**config.mk**
```make
export PLATFORM = sky130hd
export DESIGN_NAME = axis_pack_8to24
export DESIGN_NICKNAME = d
export VERILOG_FILES = /design/src/rtl/axis_pack_8to24.sv
export SDC_FILE = /design/constraint.sdc
export NUM_CORES = 1
export LEC_CHECK = 0
export CORE_AREA = 2 2 77 97
export DETAILED_ROUTE_END_ITERATION = 16
export DIE_AREA = 0 0 79 99
export PLACE_DENSITY = 0.51
export RECOVER_POWER = 25
export SYNTH_ARGS = -nofsm -noshare
export SYNTH_HDL_FRONTEND = slang
export SYNTH_SLANG_ARGS = --single-unit
```
**constraint.sdc**
```tcl
create_clock -name ap_clk -period 2.53 [get_ports ap_clk]
set_input_delay 0.253 -clock ap_clk [delete_from_list [all_inputs] [get_ports ap_clk]]
set_output_delay 0.253 -clock ap_clk [all_outputs]
set_load 0.1 [all_outputs]
```
**src/rtl/axis_pack_8to24.sv**
```systemverilog
// axis_pack_8to24: packs three 8-bit AXI4-Stream beats into one 24-bit beat.
// The first accepted byte lands in [7:0]. A TLAST arriving before the third
// byte closes the word early: the unfilled lanes are set to PAD_BYTE and
// pad_pulse marks that word.
// Optional feature macro: AXIS_PACK_TKEEP_EN adds the m_axis_tkeep output
// and its register.
//
// Handshake (both sides): a beat transfers on a rising edge where valid and
// ready are both high. The output side holds tdata/tlast/tkeep stable while
// valid is high and ready is low. The input side is ready whenever the
// output register is empty or is being drained in the same cycle, so a
// stalled sink back-pressures the source and no byte is ever dropped.
module axis_pack_8to24 #(
    parameter logic [7:0] PAD_BYTE = 8'h00
) (
    input  logic        ap_clk,
    input  logic        ap_rst,
    input  logic [7:0]  s_axis_tdata,
    input  logic        s_axis_tvalid,
    output logic        s_axis_tready,
    input  logic        s_axis_tlast,
    output logic [23:0] m_axis_tdata,
    output logic        m_axis_tvalid,
    input  logic        m_axis_tready,
    output logic        m_axis_tlast,
`ifdef AXIS_PACK_TKEEP_EN
    output logic [2:0]  m_axis_tkeep,
`endif
    output logic        pad_pulse
);

    // Accumulator for the first two bytes of a word plus the lane counter.
    logic [7:0]  acc0_q, acc0_d;
    logic [7:0]  acc1_q, acc1_d;
    logic [1:0]  cnt_q, cnt_d;

    // Registered output stage.
    logic [23:0] data_q, data_d;
    logic        last_q, last_d;
    logic        valid_q, valid_d;
    logic        pad_q, pad_d;
`ifdef AXIS_PACK_TKEEP_EN
    logic [2:0]  keep_q, keep_d;
`endif

    logic        accept;

    // Ready only looks at the output register, never at the incoming data.
    assign s_axis_tready = ~valid_q | m_axis_tready;
    assign accept        = s_axis_tvalid & s_axis_tready;

    // Next-state: accumulate bytes, close a word on the third byte or on TLAST.
    always_comb begin
        acc0_d  = acc0_q;
        acc1_d  = acc1_q;
        cnt_d   = cnt_q;
        data_d  = data_q;
        last_d  = last_q;
        valid_d = valid_q;
        pad_d   = 1'b0;
`ifdef AXIS_PACK_TKEEP_EN
        keep_d  = keep_q;
`endif
        // The sink takes the current word; a load below overrides this.
        if (valid_q && m_axis_tready) begin
            valid_d = 1'b0;
        end
        if (accept) begin
            if (cnt_q == 2'd2) begin
                // Third byte completes a full word, whatever tlast says.
                data_d  = {s_axis_tdata, acc1_q, acc0_q};
                last_d  = s_axis_tlast;
                valid_d = 1'b1;
                cnt_d   = 2'd0;
`ifdef AXIS_PACK_TKEEP_EN
                keep_d  = 3'b111;
`endif
            end else if (s_axis_tlast) begin
                // Early end of frame: pad the lanes above the TLAST byte.
                if (cnt_q == 2'd0) begin
                    data_d = {PAD_BYTE, PAD_BYTE, s_axis_tdata};
`ifdef AXIS_PACK_TKEEP_EN
                    keep_d = 3'b001;
`endif
                end else begin
                    data_d = {PAD_BYTE, s_axis_tdata, acc0_q};
`ifdef AXIS_PACK_TKEEP_EN
                    keep_d = 3'b011;
`endif
                end
                last_d  = 1'b1;
                valid_d = 1'b1;
                cnt_d   = 2'd0;
                pad_d   = 1'b1;
            end else begin
                if (cnt_q == 2'd0) begin
                    acc0_d = s_axis_tdata;
                end else begin
                    acc1_d = s_axis_tdata;
                end
                cnt_d = cnt_q + 2'd1;
            end
        end
    end

    // State registers; reset drops partial words and any pending output.
    always_ff @(posedge ap_clk) begin
        if (ap_rst) begin
            acc0_q  <= 8'h00;
            acc1_q  <= 8'h00;
            cnt_q   <= 2'd0;
            data_q  <= 24'h0;
            last_q  <= 1'b0;
            valid_q <= 1'b0;
            pad_q   <= 1'b0;
`ifdef AXIS_PACK_TKEEP_EN
            keep_q  <= 3'b000;
`endif
        end else begin
            acc0_q  <= acc0_d;
            acc1_q  <= acc1_d;
            cnt_q   <= cnt_d;
            data_q  <= data_d;
            last_q  <= last_d;
            valid_q <= valid_d;
            pad_q   <= pad_d;
`ifdef AXIS_PACK_TKEEP_EN
            keep_q  <= keep_d;
`endif
        end
    end

    assign m_axis_tdata  = data_q;
    assign m_axis_tlast  = last_q;
    assign m_axis_tvalid = valid_q;
    assign pad_pulse     = pad_q;
`ifdef AXIS_PACK_TKEEP_EN
    assign m_axis_tkeep  = keep_q;
`endif

endmodule

```
==> out/results.ini <==
[layout]
layout-drive-gt1-share_pct=11.5
multi_input_area_um2=965
seq_area_um2=901
fillCellCount=739
layout_commonest_cell=dfxtp_1
fin_cells=334
area_growth_pct=23.1
antenna_cells=0
final_area_mm2=0.00246
nNetsFinal=260
layout_common_cells=dfxtp_1, nand2b_1, mux2i_1, clkbuf_1, buf_4

[synth]
postSynthCellCount=208
ys_seq_elements=45
synth_area_leader_cell=dfxtp_1
synth_top_flop_cell=dfxtp_1
avgSynthCellArea_um2=9.61
ys_types=26
yosysWarnings=0
synth_edf_count=0
synth.cell_area_mm2=0.00200
synth_top_area_share_pct=45.1
synth-async-reset-ratio_pct=0
synth_nets=225
ys_seq_area_share_pct=45.1
synth.area.top_cells=dfxtp_1, mux2i_1, nand2b_1, a211oi_1, a31oi_1

[min_path]
hold_class=reg -> reg
hold_depth=2

[run]
cap_viol_max_count=0

[clocking]
ctsResizeCount=0
root_buffer=clkbuf_8
clockBufferDepth=2
cts.sink_count=45
cts-htree-levels=2
clock_latency_ns=0.29
cts_setup_buffers=0
numCtsBuffers=5
clk_pin_slew_ns=0.08
cts_tree=done
ctsHoldBuffers=0

[sta]
tns_ns=0
max_freq_mhz=509
timing.final.crit_share_pct=77.7
drv_slew=0
post-route-min-period_ns=1.96
finalClockSkew_ns=0.00228
maxSlewHeadroom_pct=22.0
finalSetupViolations=0
worstMarginPinSlew_ns=1.17
final_hold_viol_count=0
rsz0062_at_grt=false

[setup_path]
start_kind=register
ff2ff_path_depth=5
path_max_fanout=10
cpPeakStageDelay_ns=0.65
required_ns=2.71
crit_type=reg -> reg
crit_path_end_kind=register
slowest_stage=or4_1
arrival_ns=2.14
cp_cell_sequence=inv_1 -> ha_1 -> or2_1 -> or4_1 -> mux2i_1

[placement]
gp_congestion=0.788
place_inst=326
place.port_buffers=40
dpl.hpwl_um=3630
place_area_mm2=0.00245

[floorplan]
chipWidth_um=79
dieArea_mm2=0.00782
ioPinCount=41
core_region_area_mm2=0.00689
fp-row-count=34
die_h_um=99
initial_utilization_pct=29.0

[global_routing]
grt_max_degree=55
antenna_found_initial=0
grt-ovfl-total=0
grt_pass1_vias=1577
grt_pass1_wl_um=8450
grt_use_total_pct=14.1

[run_status]
status=completed

[drt]
final_antenna_net_count=0
vias=1617
first_pass_iters=4
wl_per_cell_um=15.5
via_per_inst=4.84
drt_iter0_drc=103
route.detailed.drc=0
wirelength_um=5180

[power_and_ir_drop]
p_leak_nw=0.880
ir_worst_vdd_mv=0.225
p_per_area_mw_per_mm2=634

## final cells by class
class	instances	area share (%)
Clock inverter	2	0.407
Multi-Input combinational cell	130	39.2
Tap cell	90	4.58
Inverter	12	1.83
Sequential cell	45	36.6
Timing Repair Buffer	49	14.4
Clock buffer	6	2.95
## sequential cells by signal, indices dropped and copies added (netlist names)
signal and count:
acc0_q 8, acc1_q 8, cnt_q 2, m_axis_tdata 24
m_axis_tlast 1, m_axis_tvalid 1, pad_pulse 1
## Yosys cell counts (all sizes together) (2+ instances only)
cell    instances
a211oi         16
a21oi          11
a31oi          16
buf             9
clkbuf         12
dfxtp          45
ha              4
inv            12
mux2i          24
nand2b         25
nand3           2
nand4           3
nor2b           2
nor3            2
nor3b           8
o21ai           3
o32ai           8
## critical path, delay by kind of cell, from the launching register on
kind                       cells  cell delay (ns)
adders and majority gates      1             0.23
buffers and inverters          1             0.09
and+or+nand+nor                2             1.00
DFF                            1             0.33
muxes                          1             0.19
## metal layers
metal,GRT usage (%),up-vias,part of all wire [%]
li1,-,819,-
met1,18.3,753,45
met2,22.5,38,49
met3,2.93,7,3.9
met4,5.97,0,2.3
met5,0,-,0
## per-stage QoR
stage | hold WS, ns | power (mW) | setup slack, ns | utilization (%)
global route | 0.495 | 1.63 | 0.430 | 35.7
finish | 0.479 | 1.56 | 0.565 | 35.7
global placement | 0.461 | 1.16 | 0.509 | 35.5
floorplan | 0.424 | 1.06 | 0.247 | -
CTS | 0.482 | 1.59 | 0.561 | 36.7
detailed placement | 0.461 | 1.16 | 0.504 | 35.5
## final timing paths
| kind | startpoint | slack, ns | to |
|---|---|---|---|
| worst max-delay path | cnt_q[0] | 0.57 | acc1_q[0] |
| worst min-delay path | m_axis_tdata[20] | 0.48 | m_axis_tdata[20] |
| worst max register to register | cnt_q[0] | 0.57 | acc1_q[0] |
| worst min register to register | m_axis_tdata[20] | 0.48 | m_axis_tdata[20] |
## report_power, final
part | switching, mW | internal, mW
clock network | 0.241 | 0.192
registers | 0.0175 | 0.740
logic | 0.270 | 0.0994
## cells by family after synthesis
kind of cell               Yosys count  share of synthesized area (%)
DFF                                 45                           45.1
and+or+nand+nor                     47                           15.0
muxes                               24                           12.0
buffers and inverters               33                           6.95
adders and majority gates            4                           2.50
AOI/OAI and AO/OA                   55                           18.5
(Power assumes the default switching activity.)
